`src/rtl/masked_share_feeder_if.sv`:
```
// Operand, reseed and share bus between the masked_share_feeder and its
// neighbours. The master side produces operands and consumes shares; the
// feeder sits on the slave side.
interface masked_share_feeder_if #(
  parameter int WIDTH = 4
);

  // Operand handshake
  logic             in_valid;
  logic             in_ready;
  logic [WIDTH-1:0] x_in;
  logic [WIDTH-1:0] y_in;

  // Mask generator reseed
  logic             reseed_en;
  logic [15:0]      reseed_val;

  // Share outputs toward the masked AND gadget
  logic [WIDTH-1:0] x_share0;
  logic [WIDTH-1:0] x_share1;
  logic [WIDTH-1:0] y_share0;
  logic [WIDTH-1:0] y_share1;
  logic [WIDTH-1:0] random;
  logic             shares_valid;
  logic             done;

  modport master (
    output in_valid,
    output x_in,
    output y_in,
    output reseed_en,
    output reseed_val,
    input  in_ready,
    input  x_share0,
    input  x_share1,
    input  y_share0,
    input  y_share1,
    input  random,
    input  shares_valid,
    input  done
  );

  modport slave (
    input  in_valid,
    input  x_in,
    input  y_in,
    input  reseed_en,
    input  reseed_val,
    output in_ready,
    output x_share0,
    output x_share1,
    output y_share0,
    output y_share1,
    output random,
    output shares_valid,
    output done
  );

endinterface

```
`src/rtl/masked_share_feeder.sv`:
```
// Splits unmasked operands X and Y into two Boolean shares each, using fresh
// masks from a 16-bit Galois LFSR, and feeds them to a 2-share masked AND
// gadget. Shares and the refresh mask are held for HOLD_CYCLES cycles, then
// one all-zero precharge (FLUSH) cycle separates consecutive operands so no
// register ever transitions directly between two secrets' shares.
module masked_share_feeder #(
  parameter int          WIDTH       = 4,
  parameter int          HOLD_CYCLES = 2,
  parameter logic [15:0] SEED        = 16'hACE1
) (
  input  logic                  clk,
  input  logic                  rst,
  masked_share_feeder_if.slave  bus
);

  // Galois feedback taps for right-shift operation
  localparam logic [15:0] TAPS  = 16'hB400;
  // Hold counter only needs to reach HOLD_CYCLES-1
  localparam int          CNT_W = (HOLD_CYCLES > 1) ? $clog2(HOLD_CYCLES) : 1;
  localparam logic [CNT_W-1:0] CNT_LAST = CNT_W'(HOLD_CYCLES - 1);

  typedef enum logic [1:0] {
    IDLE  = 2'd0,
    HOLD  = 2'd1,
    FLUSH = 2'd2
  } state_t;

  state_t           state;
  state_t           state_next;
  logic [CNT_W-1:0] cnt;
  logic [CNT_W-1:0] cnt_next;
  logic             load_shares;

  logic [15:0]      lfsr;
  logic [15:0]      lfsr_step;
  logic [15:0]      lfsr_next;

  logic [WIDTH-1:0] mx;
  logic [WIDTH-1:0] my;
  logic [WIDTH-1:0] mr;
  logic [WIDTH-1:0] xs0_new;
  logic [WIDTH-1:0] ys0_new;

  logic [WIDTH-1:0] x_share0_reg;
  logic [WIDTH-1:0] x_share1_reg;
  logic [WIDTH-1:0] y_share0_reg;
  logic [WIDTH-1:0] y_share1_reg;
  logic [WIDTH-1:0] random_reg;
  logic             shares_valid_reg;
  logic             done_reg;

  logic             accept;
  logic             unused_lfsr_bits;

  // ---------------------------------------------------------------------------
  // Handshake: ready purely from state, suppressed while reset is asserted
  // ---------------------------------------------------------------------------
  assign bus.in_ready = (state == IDLE) && !rst;
  assign accept       = bus.in_valid && bus.in_ready;

  // ---------------------------------------------------------------------------
  // Mask generator
  // ---------------------------------------------------------------------------
  assign lfsr_step = {1'b0, lfsr[15:1]} ^ (lfsr[0] ? TAPS : 16'h0000);

  // Reseed wins over the free-running advance; a zero reseed would lock the
  // LFSR, so it falls back to SEED instead.
  always_comb begin
    lfsr_next = lfsr_step;
    if (bus.reseed_en) begin
      lfsr_next = (bus.reseed_val == 16'h0000) ? SEED : bus.reseed_val;
    end
  end

  // LFSR state register, advancing on every non-reset cycle
  always_ff @(posedge clk) begin
    if (rst) begin
      lfsr <= SEED;
    end else begin
      lfsr <= lfsr_next;
    end
  end

  // Masks are sliced from the pre-advance state of the accept cycle, so a
  // reseed on the accept edge only affects the following operand.
  assign mx = lfsr[WIDTH-1:0];
  assign my = lfsr[2*WIDTH-1:WIDTH];
  assign mr = lfsr[3*WIDTH-1:2*WIDTH];

  // High LFSR bits feed the recurrence only, never a mask
  assign unused_lfsr_bits = ^lfsr[15:3*WIDTH];

  // Per-bit share split: share0 carries the masked value, share1 the mask
  for (genvar gi = 0; gi < WIDTH; gi++) begin : g_split
    assign xs0_new[gi] = bus.x_in[gi] ^ mx[gi];
    assign ys0_new[gi] = bus.y_in[gi] ^ my[gi];
  end

  // ---------------------------------------------------------------------------
  // Control FSM
  // ---------------------------------------------------------------------------

  // State and hold counter registers
  always_ff @(posedge clk) begin
    if (rst) begin
      state <= IDLE;
      cnt   <= '0;
    end else begin
      state <= state_next;
      cnt   <= cnt_next;
    end
  end

  // Next-state: accept in IDLE, count HOLD_CYCLES in HOLD, one FLUSH cycle
  always_comb begin
    state_next  = state;
    cnt_next    = cnt;
    load_shares = 1'b0;
    case (state)
      IDLE: begin
        if (accept) begin
          state_next  = HOLD;
          cnt_next    = '0;
          load_shares = 1'b1;
        end
      end
      HOLD: begin
        if (cnt == CNT_LAST) begin
          state_next = FLUSH;
          cnt_next   = '0;
        end else begin
          cnt_next = cnt + 1'b1;
        end
      end
      FLUSH: begin
        state_next = IDLE;
      end
      default: begin
        state_next = IDLE;
        cnt_next   = '0;
      end
    endcase
  end

  // ---------------------------------------------------------------------------
  // Registered outputs
  // ---------------------------------------------------------------------------

  // Shares load on accept, freeze through HOLD, and return to zero otherwise
  // so FLUSH and IDLE present an all-zero precharge value.
  always_ff @(posedge clk) begin
    if (rst) begin
      x_share0_reg <= '0;
      x_share1_reg <= '0;
      y_share0_reg <= '0;
      y_share1_reg <= '0;
      random_reg   <= '0;
    end else if (load_shares) begin
      x_share0_reg <= xs0_new;
      x_share1_reg <= mx;
      y_share0_reg <= ys0_new;
      y_share1_reg <= my;
      random_reg   <= mr;
    end else if (state_next != HOLD) begin
      x_share0_reg <= '0;
      x_share1_reg <= '0;
      y_share0_reg <= '0;
      y_share1_reg <= '0;
      random_reg   <= '0;
    end
  end

  // Status flags decoded from the state being entered
  always_ff @(posedge clk) begin
    if (rst) begin
      shares_valid_reg <= 1'b0;
      done_reg         <= 1'b0;
    end else begin
      shares_valid_reg <= (state_next == HOLD);
      done_reg         <= (state_next == FLUSH);
    end
  end

  assign bus.x_share0     = x_share0_reg;
  assign bus.x_share1     = x_share1_reg;
  assign bus.y_share0     = y_share0_reg;
  assign bus.y_share1     = y_share1_reg;
  assign bus.random       = random_reg;
  assign bus.shares_valid = shares_valid_reg;
  assign bus.done         = done_reg;

endmodule
```
`src/flat_wrapper.sv`:
```
// flat-port wrapper written by rule: the top's interface ports become plain ports
module masked_share_feeder_flat 
#(
  parameter int          WIDTH       = 4,
  parameter int          HOLD_CYCLES = 2,
  parameter logic [15:0] SEED        = 16'hACE1
)
  (clk, rst, bus_in_valid, bus_x_in, bus_y_in, bus_reseed_en, bus_reseed_val, bus_in_ready, bus_x_share0, bus_x_share1, bus_y_share0, bus_y_share1, bus_random, bus_shares_valid, bus_done);
  masked_share_feeder_if #(.WIDTH(WIDTH)) bus_i ();
  input  logic clk;
  input  logic rst;
  input wire logic [$bits(bus_i.in_valid)-1:0] bus_in_valid;
  input wire logic [$bits(bus_i.x_in)-1:0] bus_x_in;
  input wire logic [$bits(bus_i.y_in)-1:0] bus_y_in;
  input wire logic [$bits(bus_i.reseed_en)-1:0] bus_reseed_en;
  input wire logic [$bits(bus_i.reseed_val)-1:0] bus_reseed_val;
  output wire logic [$bits(bus_i.in_ready)-1:0] bus_in_ready;
  output wire logic [$bits(bus_i.x_share0)-1:0] bus_x_share0;
  output wire logic [$bits(bus_i.x_share1)-1:0] bus_x_share1;
  output wire logic [$bits(bus_i.y_share0)-1:0] bus_y_share0;
  output wire logic [$bits(bus_i.y_share1)-1:0] bus_y_share1;
  output wire logic [$bits(bus_i.random)-1:0] bus_random;
  output wire logic [$bits(bus_i.shares_valid)-1:0] bus_shares_valid;
  output wire logic [$bits(bus_i.done)-1:0] bus_done;
  assign bus_i.in_valid = bus_in_valid;
  assign bus_i.x_in = bus_x_in;
  assign bus_i.y_in = bus_y_in;
  assign bus_i.reseed_en = bus_reseed_en;
  assign bus_i.reseed_val = bus_reseed_val;
  assign bus_in_ready = bus_i.in_ready;
  assign bus_x_share0 = bus_i.x_share0;
  assign bus_x_share1 = bus_i.x_share1;
  assign bus_y_share0 = bus_i.y_share0;
  assign bus_y_share1 = bus_i.y_share1;
  assign bus_random = bus_i.random;
  assign bus_shares_valid = bus_i.shares_valid;
  assign bus_done = bus_i.done;
  masked_share_feeder #(.WIDTH(WIDTH), .HOLD_CYCLES(HOLD_CYCLES), .SEED(SEED)) u_core (.clk(clk), .rst(rst), .bus(bus_i));
endmodule
```
`config.mk`:
```
export PLATFORM = sky130hd
export DESIGN_NAME = masked_share_feeder_flat
export DESIGN_NICKNAME = d
export VERILOG_FILES = /design/src/rtl/masked_share_feeder_if.sv /design/src/rtl/masked_share_feeder.sv /design/src/flat_wrapper.sv
export SDC_FILE = /design/constraint.sdc
export NUM_CORES = 1
export LEC_CHECK = 0
export BUFFER_PORTS_ARGS = -buffer_cell sky130_fd_sc_hd__buf_2
export CAP_MARGIN = 20
export CORE_MARGIN = 2
export CORE_UTILIZATION = 35
export DETAILED_ROUTE_END_ITERATION = 6
export PLACE_DENSITY = 0.63
export SKIP_CTS_REPAIR_TIMING = 1
export SYNTH_ARGS = -nofsm -noshare
export SYNTH_HDL_FRONTEND = slang
export SYNTH_SLANG_ARGS = --single-unit
```
`constraint.sdc`:
```
create_clock -name clk -period 3.4 [get_ports clk]
set_clock_uncertainty 0.05 [all_clocks]
set_input_delay 1.02 -clock clk [delete_from_list [all_inputs] [get_ports clk]]
set_output_delay 1.02 -clock clk [all_outputs]
set_load 0.1 [all_outputs]
```
==> flow_summary.ini <==
[detailed_routing]
firstDrtPassIters = 4
dr.first_iter.drc_count = 96
ant_nets = 0
drc = 0
num_vias = 1222
vias_per_cell = 4.97
wl_per_cell_um = 14.0
wirelength_um = 3430

[worst_setup_path]
cpPeakStageDelay_ps = 440
end_kind = primary output
cp.required_ps = 2330
crit_path_start_kind = input pin
critical_path.slowest_cell = buf_2
cp_cell_sequence = buf_2, nor3_4, buf_2
cp_max_fo = 2
crit_type = in2out
critPathMostFrequentCell = buf_2
crit_arrival_ps = 1660

[timing]
setup_viol = 0
worst_pin_slew_ps = 954
rsz0062_at_grt = no
period_share_pct = 80.3
tns_ps = 0
slew_headroom_pct = 36.3
fmax_ghz = 0.366
hold_violations = 0
maxSlewViolCount = 0
finalCriticalPeriod_ps = 2730

[global_route]
grt-ovfl-total = 0
grt_util_met1_pct = 18.8
grt_pass1_vias = 1178
top_usage_layer = met2
met3_usage_pct = 6.06
use_met2_pct = 22.5
grt_pass1_wl_um = 5690
antenna_found_initial = 0
grt_max_degree = 36
grtUsageTotal_pct = 14.6

[yosys]
synthDistinctLibCells = 22
ys_warn_count = 0
syn_inst = 146
synth_nets = 174
synth-seq-cells = 41
seq_area_frac_synth_pct = 53.1
netlist_area_mm2 = 0.00155
syn-mean-instance-area_um2 = 10.6

[cts]
cts_root_buffer = clkbuf_8
clkTransAtPathRegs_ps = 70
tritoncts = yes
numCtsBuffers = 5
cts.sink_count = 41
clk_latency_ps = 290
clock_path_buffers = 2
h-tree-depth = 2

[power_and_ir_drop]
vdd_drop_max_mv = 0.279
p_leak_nw = 0.867
p_per_area_mw_per_mm2 = 558

[final_layout]
largest_reg_flops = 16
layout_common_cells = buf_2 (50), dfxtp_1 (41), nor2_1 (29), a22oi_1 (20), xor2_1 (11)
diodes = 0
largest_register = u_core.lfsr
areaGrowthSynthToFinish_pct = 23.2
finalInstanceArea_mm2 = 0.00190
layout.nets = 222
layout_commonest_cell = buf_2
final_layout_size_suffix_gt1_share_pct = 32.0

[run]
drv_cap = 0

[hold_path]
hp-class = reg2reg

[die]
core_mm2 = 0.00429
dieArea_mm2 = 0.00496
die_h_um = 70.4
ios = 51
rows = 24
die_w_um = 70.4
start_util_pct = 36.0

[placed_design]
routabilityCongestion = 0.724
place_area_mm2 = 0.00182
dp_hpwl_um = 2420
placement.io_buffers = 50

[run_status]
outcome = complete, no violations
==> synth_stat cells, drive strengths merged <==
| cell | number | area share, % |
|---|---|---|
| clkbuf | 1 | 0.24 |
| a22oi | 20 | 9.7 |
| o22a | 8 | 4.5 |
| a31oi | 1 | 0.41 |
| nor4bb | 2 | 1.3 |
| nand2b | 2 | 0.81 |
| nor4b | 1 | 1.5 |
| nor2 | 29 | 7.0 |
| nor3b | 1 | 1.2 |
| dfxtp | 41 | 53 |
| nor4 | 4 | 1.6 |
| or2 | 1 | 0.41 |
| inv | 2 | 0.49 |
| a21o | 2 | 0.97 |
| xor2 | 11 | 6.2 |
| buf | 10 | 4.2 |
| nor3 | 1 | 0.32 |
| mux2i | 8 | 5.2 |
| a41o | 1 | 0.65 |
==> metrics by stage <==
step	std cells	hold slack [ps]	total power, mW	setup slack (ps)	util, %
6_report	246	404	1.06	669	44.3
5_1_grt	246	418	1.11	654	44.3
4_1_cts	246	409	1.07	664	44.3
3_5_place_dp	239	392	0.763	665	42.3
3_3_place_gp	239	378	0.761	668	42.3
2_1_floorplan	146	363	0.718	174	-
==> per-layer routing <==
| metal | vias to the layer above | part of all wire (%) |
|---|---|---|
| met5 | - | 0 |
| met4 | 0 | 0.61 |
| met3 | 4 | 7.0 |
| met2 | 43 | 46 |
| met1 | 562 | 46 |
| li1 | 613 | - |
==> cells by family (layout without fill, tap and decap cells) <==
group,count (synthesis),in the layout,share of synthesized area [%]
compound gates,32,32,16.3
xor+xnor,11,11,6.23
buf+inv,13,61,4.94
flops,41,41,53.1
mux,8,8,5.18
simple gates,41,41,14.3
==> area by class of cell <==
class                   count  area [µm²]
multi-input cells          92         659
repair buffers             52         265
well taps                  52        65.1
inverters                   2        7.51
flip-flops and latches     41         821
clock buffers               7        86.3
fillers                   438        2390
==> final timing paths <==
check                                      from                     end  slack, ps  depth (start not counted)
worst max register to register  u_core.state[0]  u_core.bus.y_share0[2]       1610                          3
worst min-delay path            u_core.lfsr[12]         u_core.lfsr[11]        400                          1
worst max-delay path                        rst            bus_in_ready        670                          3
worst min register to register  u_core.lfsr[12]         u_core.lfsr[11]        400                          1
==> worst max-delay path, delay by kind of cell <==
family | cells | cell delay, ps
buffers and inverters | 2 | 560
and+or+nand+nor | 1 | 90
==> report_power, final <==
part	switching (mW)	internal, mW
Clock	0.151	0.161
Sequential	0.0238	0.510
Combinational	0.155	0.0625
Note: power is estimated with default switching activity, not from simulation.
